`config.mk`:
```
export PLATFORM = sky130hd
export DESIGN_NAME = onchip_mem_stream_writer
export DESIGN_NICKNAME = d
export VERILOG_FILES = /design/src/rtl/onchip_mem_stream_writer.sv
export SDC_FILE = /design/constraint.sdc
export NUM_CORES = 1
export LEC_CHECK = 0
export BUFFER_PORTS_ARGS = -buffer_cell sky130_fd_sc_hd__buf_4
export CAP_MARGIN = 20
export CORE_MARGIN = 4
export CORE_UTILIZATION = 50
export DETAILED_ROUTE_END_ITERATION = 8
export PLACE_DENSITY = 0.72
export SYNTH_ARGS = -nofsm -noshare
export SYNTH_HDL_FRONTEND = slang
export SYNTH_SLANG_ARGS = --single-unit
```
`constraint.sdc`:
```
create_clock -name clk -period 5.9 [get_ports clk]
set_input_delay 0.885 -clock clk [delete_from_list [all_inputs] [get_ports clk]]
set_output_delay 0.885 -clock clk [all_outputs]
set_load 0.02 [all_outputs]
```
`src/rtl/onchip_mem_stream_writer.sv`:
```
// onchip_mem_stream_writer
// Avalon-ST to Avalon-MM bridge that fills a 2**ADDR_W x DATA_W single-port
// on-chip RAM. Software programs START/LENGTH through the control slave and
// pulses GO. One word is written per cycle through a 2-entry skid buffer.
// When the buffer is empty, an incoming word bypasses it straight onto the
// memory outputs. This gives 1-cycle accept-to-write latency.
// Optional feature macro: ONCHIP_MEM_STREAM_WRITER_ABORT_EN (CONTROL bit2 = ABORT).
//
// state | meaning
// IDLE  | waiting for GO, snk_ready low
// RUN   | accepting stream words, writing one per cycle
// DONE  | single cycle: set done, return to IDLE
module onchip_mem_stream_writer #(
   parameter int ADDR_W = 12,
   parameter int DATA_W = 32,
   parameter int CNT_W  = 13
) (
   input  logic                  clk,
   input  logic                  reset_n,
   input  logic [1:0]            ctl_address,
   input  logic                  ctl_write,
   input  logic                  ctl_read,
   input  logic [31:0]           ctl_writedata,
   output logic [31:0]           ctl_readdata,
   input  logic [DATA_W-1:0]     snk_data,
   input  logic                  snk_valid,
   input  logic                  snk_endofpacket,
   output logic                  snk_ready,
   output logic [ADDR_W-1:0]     mem_address,
   output logic                  mem_chipselect,
   output logic                  mem_write,
   output logic [DATA_W/8-1:0]   mem_byteenable,
   output logic [DATA_W-1:0]     mem_writedata,
   output logic                  mem_clken,
   output logic                  irq
);

   typedef enum logic [1:0] {S_IDLE = 2'd0, S_RUN = 2'd1, S_DONE = 2'd2} state_t;

   state_t              state;
   logic [ADDR_W-1:0]   start_reg;
   logic [ADDR_W-1:0]   addr_ptr;
   logic [CNT_W-1:0]    length_reg;
   logic [CNT_W-1:0]    remaining;
   logic [CNT_W-1:0]    words_written;
   logic                irq_en;
   logic                done;
   logic                eop_early;
   logic                aborted;

   logic [DATA_W-1:0]   buf_data [2];
   logic [1:0]          buf_eop;
   logic [1:0]          buf_cnt;
   logic                buf_head;

   logic                run;
   logic                buf_empty;
   logic                accept;
   logic                write_now;
   logic                last_word;
   logic                abort_req;
   logic                push;
   logic                pop;
   logic                flush;
   logic [DATA_W-1:0]   wr_data;
   logic                wr_eop;
   logic                wr_start;
   logic                wr_length;
   logic                wr_control;
   logic                wr_status;
   logic                go;
   logic [31:0]         status_word;
   logic                unused_wdata;

   assign run        = (state == S_RUN);
   assign buf_empty  = (buf_cnt == 2'd0);
   assign snk_ready  = run && (buf_cnt != 2'd2);
   assign accept     = snk_valid && snk_ready;

   // The head of the buffer has priority; an empty buffer lets the stream bypass it.
   assign wr_data    = buf_empty ? snk_data : buf_data[buf_head];
   assign wr_eop     = buf_empty ? snk_endofpacket : buf_eop[buf_head];
   assign write_now  = run && !abort_req && (!buf_empty || accept);
   assign last_word  = write_now && ((remaining == CNT_W'(1)) || wr_eop);
   assign push       = accept && !buf_empty;
   assign pop        = write_now && !buf_empty;
   assign flush      = !run || last_word || abort_req;

   assign wr_start   = ctl_write && (ctl_address == 2'd0);
   assign wr_length  = ctl_write && (ctl_address == 2'd1);
   assign wr_control = ctl_write && (ctl_address == 2'd2);
   assign wr_status  = ctl_write && (ctl_address == 2'd3);
   assign go         = wr_control && ctl_writedata[0] && (state == S_IDLE);

   assign mem_byteenable = '1;
   assign mem_clken      = 1'b1;
   assign irq            = done && irq_en;
   assign unused_wdata   = &{1'b0, ctl_writedata[31:CNT_W]};

`ifdef ONCHIP_MEM_STREAM_WRITER_ABORT_EN
   assign abort_req = wr_control && ctl_writedata[2] && run;

   // aborted flag: cleared by GO, set by an ABORT pulse while running
   always_ff @(posedge clk or negedge reset_n) begin
      if (!reset_n) begin
         aborted <= 1'b0;
      end else if (go) begin
         aborted <= 1'b0;
      end else if (abort_req) begin
         aborted <= 1'b1;
      end
   end
`else
   assign abort_req = 1'b0;
   assign aborted   = 1'b0;
`endif

   // Software-visible configuration; START/LENGTH are frozen while running
   always_ff @(posedge clk or negedge reset_n) begin
      if (!reset_n) begin
         start_reg  <= '0;
         length_reg <= '0;
         irq_en     <= 1'b0;
      end else begin
         if (wr_start && !run) begin
            start_reg <= ctl_writedata[ADDR_W-1:0];
         end
         if (wr_length && !run) begin
            length_reg <= ctl_writedata[CNT_W-1:0];
         end
         if (wr_control) begin
            irq_en <= ctl_writedata[1];
         end
      end
   end

   // Two-entry skid buffer; emptied whenever the transfer ends or is not running
   always_ff @(posedge clk or negedge reset_n) begin
      if (!reset_n) begin
         buf_data[0] <= '0;
         buf_data[1] <= '0;
         buf_eop     <= '0;
         buf_cnt     <= 2'd0;
         buf_head    <= 1'b0;
      end else if (flush) begin
         buf_cnt  <= 2'd0;
         buf_head <= 1'b0;
      end else begin
         if (push) begin
            buf_data[buf_head ^ buf_cnt[0]] <= snk_data;
            buf_eop[buf_head ^ buf_cnt[0]]  <= snk_endofpacket;
         end
         buf_cnt  <= buf_cnt + {1'b0, push} - {1'b0, pop};
         buf_head <= buf_head ^ pop;
      end
   end

   // Transfer FSM with registered memory-side outputs
   always_ff @(posedge clk or negedge reset_n) begin
      if (!reset_n) begin
         state          <= S_IDLE;
         addr_ptr       <= '0;
         remaining      <= '0;
         words_written  <= '0;
         done           <= 1'b0;
         eop_early      <= 1'b0;
         mem_chipselect <= 1'b0;
         mem_write      <= 1'b0;
         mem_address    <= '0;
         mem_writedata  <= '0;
      end else begin
         mem_chipselect <= write_now;
         mem_write      <= write_now;
         if (write_now) begin
            mem_address   <= addr_ptr;
            mem_writedata <= wr_data;
         end
         if (wr_status && ctl_writedata[1]) begin
            done <= 1'b0;
         end
         case (state)
            S_IDLE: begin
               if (go) begin
                  addr_ptr      <= start_reg;
                  remaining     <= length_reg;
                  words_written <= '0;
                  eop_early     <= 1'b0;
                  done          <= 1'b0;
                  state         <= (length_reg == '0) ? S_DONE : S_RUN;
               end
            end
            S_RUN: begin
               if (write_now) begin
                  addr_ptr      <= addr_ptr + ADDR_W'(1);
                  remaining     <= remaining - CNT_W'(1);
                  words_written <= words_written + CNT_W'(1);
                  if (remaining == CNT_W'(1)) begin
                     state <= S_DONE;
                  end else if (wr_eop) begin
                     eop_early <= 1'b1;
                     state     <= S_DONE;
                  end
               end
               if (abort_req) begin
                  state <= S_DONE;
               end
            end
            S_DONE: begin
               done  <= 1'b1;
               state <= S_IDLE;
            end
            default: state <= S_IDLE;
         endcase
      end
   end

   // STATUS word assembly
   always_comb begin
      status_word             = '0;
      status_word[0]          = run;
      status_word[1]          = done;
      status_word[2]          = eop_early;
      status_word[3]          = aborted;
      status_word[16 +: CNT_W] = words_written;
   end

   // Registered control read port; holds its value between reads
   always_ff @(posedge clk or negedge reset_n) begin
      if (!reset_n) begin
         ctl_readdata <= '0;
      end else if (ctl_read) begin
         case (ctl_address)
            2'd0:    ctl_readdata <= 32'(start_reg);
            2'd1:    ctl_readdata <= 32'(length_reg);
            2'd2:    ctl_readdata <= {30'd0, irq_en, 1'b0};
            default: ctl_readdata <= status_word;
         endcase
      end
   end

endmodule

```
* After elaboration in Yosys (flattened, before gate mapping)
Cells that the tools add are included.
** Storage, ports and cells
- Flip-flop bits (word level) :: 214
- Input bits :: 72
- Bits in read-only memories :: 0
- Memory bits (writable) :: 0
- Bits in latches :: 0
- Word-level logic and storage cells :: 117
- Memories :: 0
** Cells by class
- Bitwise logic cells :: 5
- Reductions and logical operators :: 32
- Multiplexer cells :: 39
- $lt $le $gt $ge :: 6
- Shifts and indexed selects :: 0
- Multipliers :: 0
- Add/sub/neg operators :: 5
- Div/mod/pow operators :: 0
- Equal/unequal tests :: 12
** Operators by type and width (number)
- $mux 32 :: 5
- $pmux 29 s3 :: 1
- $bwmux 64 :: 1
- $mux 13 :: 4
- $pmux 13 s2 :: 2
- $demux 32 s1 :: 1
- $mux 12 :: 2
- $pmux 12 s2 :: 1
- $logic_and 1x1->1 :: 18
- $add 13x1->13 const B :: 1
- $eq 13x1->1 const B :: 1
- $logic_not 13->1 :: 1
- $sub 13x1->13 const B :: 1
- $add 12x1->12 const B :: 1
- $mux 2 :: 6
- $mux 1 :: 11
- $eq 2x2->1 const B :: 3
- $logic_not 2->1 :: 3
- $ne 2x2->1 const B :: 3
- $reduce_and 3->1 :: 2
- $reduce_and 5->1 :: 1
- $eq 2x1->1 const B :: 2
- $ge 2x2->1 const B :: 2
- $lt 1x2->1 const B :: 2
- 17 further kinds :: 24

* Logic depth before layout (Yosys ltp)
- Depth in word-level cells :: 9
- Depth in mapped cells :: 11

* Least setup slack after synthesis
OpenSTA, ideal clock, no wires.
- Path kind :: input -> register
- From :: input port ctl_address[0]
- To :: register addr_ptr[4]
- Arrival time :: 2531 ps
- Path buffers :: 3
- Library setup time :: 78 ps
- Setup slack :: 3292 ps
- Required time :: 5822 ps
- Stages :: 7
- Path through :: clkbuf_1 nand4b_1 a211oi_1 clkbuf_1 clkbuf_1 o21ai_0 a21oi_1
** On the way
- Cells in the longest elaborated chain, start to end :: 6
** RTL lines
- from (decl) :: line 20 : input logic [1:0] ctl_address,
- $eq 2x2->1 :: line 91 : assign wr_control = ctl_write && (ctl_address == 2'd2);
- $logic_and 1x1->1 :: line 91
- $logic_and 1x1->1 (2 in series) :: line 93 : assign go = wr_control && ctl_writedata[0] && (state == S_IDLE);
- $ne 2x2->1 (no source line)
- $reduce_and 3->1 (no source line)
- to (signal assigned) :: line 184 : addr_ptr <= start_reg;
- to (signal assigned) :: line 194 : addr_ptr <= addr_ptr + ADDR_W'(1);
- to (decl) :: line 42 : logic [ADDR_W-1:0] addr_ptr;
No other way between the ends.
A chain may end at the register's enable or synchronous reset.

* Worst setup path after layout
- From :: register buf_head
- To :: register buf_data[13] (netlist name)
** On the way
- Cells in the longest elaborated chain, start to end :: 8
- Elaborated cells on any way between the ends :: 16
- Classes of those cells :: order compare: 2; mux: 6; bitwise: 3; reduce/logical: 5
** RTL lines
- from (decl) :: line 54 : logic buf_head;
- from (signal assigned) :: line 154 : buf_head <= buf_head ^ pop;
- branches (longest 8 deep; another with $ge 2x2->1)
- to (signal, indexed assignment) :: line 150 : buf_data[buf_head ^ buf_cnt[0]] <= snk_data;
- to (decl) :: line 51 : logic [DATA_W-1:0] buf_data [2];
Several ways; the timed one is not identified. The select of a mux whose other input is x is not followed.

==> flow_metrics.env <==
export IMPL_die_x_um=147
export IMPL_layout_cells_non_filler=1265
export IMPL_pin_count=157
export IMPL_syn_area_sq_um=9660
export IMPL_skew_ns=0.0139
export IMPL_synth_edf_count=0
export IMPL_critPathBufInv=2
export IMPL_crit_type="register to register"
export IMPL_rsz0062_at_grt="no"
export IMPL_drive_gt1_share_pct=28.1
export IMPL_routed_wl_mm=21.4
export IMPL_antenna_cells=0
export IMPL_cp_start_kind="register"
export IMPL_min_period_over_period_pct=52.2
export IMPL_cts_resized=0
export IMPL_layout_min_cycle_time_ns=3.08
export IMPL_slew_headroom_pct=37.4
export IMPL_fin_hold_ws_ns=0.391
export IMPL_gp_routability_congestion=0.841
export IMPL_row_count=50
export IMPL_ys_flop_type="dfrtp_1"
export IMPL_hold_viol=0
export IMPL_tritoncts="yes"
export IMPL_grt_pass1_wl_mm=36.4
export IMPL_ys_async_sr_fraction_pct=100
export IMPL_regMostFlops="buf_data"
export IMPL_max_vdd_ir_drop_v=0.000299
export IMPL_synthMostInstantiatedCell="dfrtp_1"
export IMPL_fp_coreArea_sq_um=18800
export IMPL_r2r_start="buf_head"
export IMPL_startpoint="buf_head"
export IMPL_cts_root_buf="clkbuf_16"
export IMPL_dp_hpwl_mm=13.6
export IMPL_ys_seq_elements=208
export IMPL_reg_largest_list="buf_data: 64 flops, mem_writedata: 32 flops, ctl_readdata: 26 flops"
export IMPL_clkSinkCount=208
export IMPL_syn_area_per_cell_sq_um=10.9
export IMPL_die_area_sq_um=21600
export IMPL_cts_buffers=23
export IMPL_cp_cell_sequence="buf_4 -> mux2_4 -> a211o_1 -> or4b_2 -> buf_4 -> mux2_4"
export IMPL_synth_distinct_cells=62
export IMPL_synth_top_cell_area_share_pct=53.9
export IMPL_grt_antenna_before_repair=0
export IMPL_drcViolationCount=0
export IMPL_postCtsSetupRepairBufs=0
export IMPL_fin_area_sq_um=11600
export IMPL_synthTopCellsByArea="dfrtp_1 54%, mux2_2 6.9%, mux2_4 4.8%"
export IMPL_nNetsFinal=1068
export IMPL_largest_reg_flops=64
export IMPL_maxCapViolCount=0
export IMPL_hp_class="primary input to asynchronous set/reset pin"
export IMPL_drt_initial_drc_count=437
export IMPL_clock_path_buffers=3
export IMPL_status="completed"
export IMPL_grt_usage_pct=20.1
export IMPL_cellPowerDensity_nw_per_um2=392
export IMPL_final_antenna_net_count=0
export IMPL_synthTopCellsByCount="208 x dfrtp_1, 101 x nand2_1, 71 x o21ai_0"
export IMPL_viasPerCell=5.43
export IMPL_crit_path_max_incr_delay_ns=0.62
export IMPL_synth_warnings=0
export IMPL_overflow=0
export IMPL_final_max_slew_viol_count=0
export IMPL_p_leak_uw=0.00538
export IMPL_grt_max_degree=134
export IMPL_grt_pass1_vias=6987
export IMPL_hold_buffers=0
export IMPL_crit_required_ns=6.28
export IMPL_placed_cells=1225
export IMPL_ys_seq_area_share_pct=53.9
export IMPL_max_freq_mhz=324
export IMPL_wire_per_inst_um=16.9
export IMPL_area_delta_synth_final_pct=19.7
export IMPL_yosys_area_top_type="dfrtp_1"
export IMPL_placed_area_sq_um=10800
export IMPL_setup_ws_ns=2.82
export IMPL_first_pass_iters=5
export IMPL_critical_path_slowest_cell="or4b_2"
export IMPL_vias=6869
export IMPL_cp_data_arrival_time_ns=3.46
export IMPL_setup_tns_ns=0
export IMPL_worstMarginPinSlew_ns=0.931
export IMPL_clk_pin_slew_worst_paths_ns=0.06
export IMPL_dp_slack_ns=2.79
export IMPL_port_buffers=126
export IMPL_end_kind="register"
export IMPL_htreeDepth=1
export IMPL_cpLargestDelayFamily="buffers and inverters"
export IMPL_die_y_um=147
export IMPL_initial_core_util_pct=51.3
export IMPL_synth_cells=886
export IMPL_insertion_delay_ns=0.50
export IMPL_critPathMaxFanout=36
export IMPL_setup_viol_count_final=0
kinds of logic (layout without fill, tap and decap cells):
family,after synthesis,count (layout),synth area share (%)
AND/OR/NAND/NOR,239,239,11.7
flip-flops,208,208,53.9
AO/OA/AOI/OAI,186,186,11.3
multiplexers,140,140,17.1
buffers and inverters,101,211,4.77
adder cells (fa/ha/maj),6,6,0.777
XOR/XNOR,4,4,0.363
other,2,11,0.0778
cell type report:
cell class / instances / area [sq um]
clock buffer: 28 / 634
sequential: 208 / 5210
clock inverter: 12 / 164
fill: 1545 / 7270
tap: 260 / 325
multi-input combinational: 586 / 4060
timing repair buffer: 136 / 1040
inverter: 35 / 131
placed cells by master, fill, tap and decap left out, drive strengths merged, types with 4 or more instances in the layout:
| master | netlist | layout |
|---|---|---|
| a21oi | 62 | 62 |
| and3 | 7 | 7 |
| buf | 27 | 135 |
| bufinv | 0 | 4 |
| clkbuf | 39 | 29 |
| clkinv | 0 | 7 |
| conb | 2 | 11 |
| dfrtp | 208 | 208 |
| ha | 6 | 6 |
| inv | 35 | 36 |
| mux2 | 96 | 96 |
| mux2i | 43 | 43 |
| nand2 | 101 | 101 |
| nand3 | 12 | 12 |
| nand4 | 7 | 7 |
| nand4b | 4 | 4 |
| nor2 | 58 | 58 |
| nor3 | 9 | 9 |
| nor3b | 4 | 4 |
| nor4 | 5 | 5 |
| o21ai | 72 | 72 |
| o221a | 6 | 6 |
| o22ai | 12 | 12 |
| or3 | 7 | 7 |
| or4 | 4 | 4 |
metrics by stage:
| stage | util [%] | power, uW |
|---|---|---|
| 2_1_floorplan | - | 2560 |
| 3_3_place_gp | 57.1 | 3010 |
| 3_5_place_dp | 57.1 | 3050 |
| 4_1_cts | 61.4 | 4580 |
| 5_1_grt | 61.4 | 4790 |
| 6_report | 61.4 | 4540 |
worst register-to-register path: cells and delay by family (launching register included):
| kind | cells | cell delay (ns) |
|---|---|---|
| muxes | 2 | 0.76 |
| and+or+nand+nor | 1 | 0.62 |
| DFF | 1 | 0.34 |
| buffers and inverters | 2 | 0.88 |
| AOI/OAI and AO/OA | 1 | 0.37 |
per-layer routing:
metal,track usage [%],vias to the layer above,routed length [um]
met1,28.3,3344,9790
met2,32.1,180,9780
li1,-,3315,-
met4,4.43,0,323
met3,4.94,30,1540
met5,0,-,0
power by group:
part,internal [uW],switching (uW),leakage [uW]
clock,937,576,0.000402
combinational,456,575,0.00229
sequential,1720,271,0.00268
path summary, 6_finish.rpt:
kind	endpoint	slack, ns	cells after the start
worst max-delay path	buf_data[13]	2.82	6
worst min-delay path	ctl_readdata[19]	0.39	1
worst max register to register	buf_data[13]	2.82	6
worst min register to register	mem_address[8]	0.47	2
max in group asynchronous	buf_data[13]	4.37	2
min in group clk	mem_address[8]	0.47	2
(Power assumes the default switching activity.)
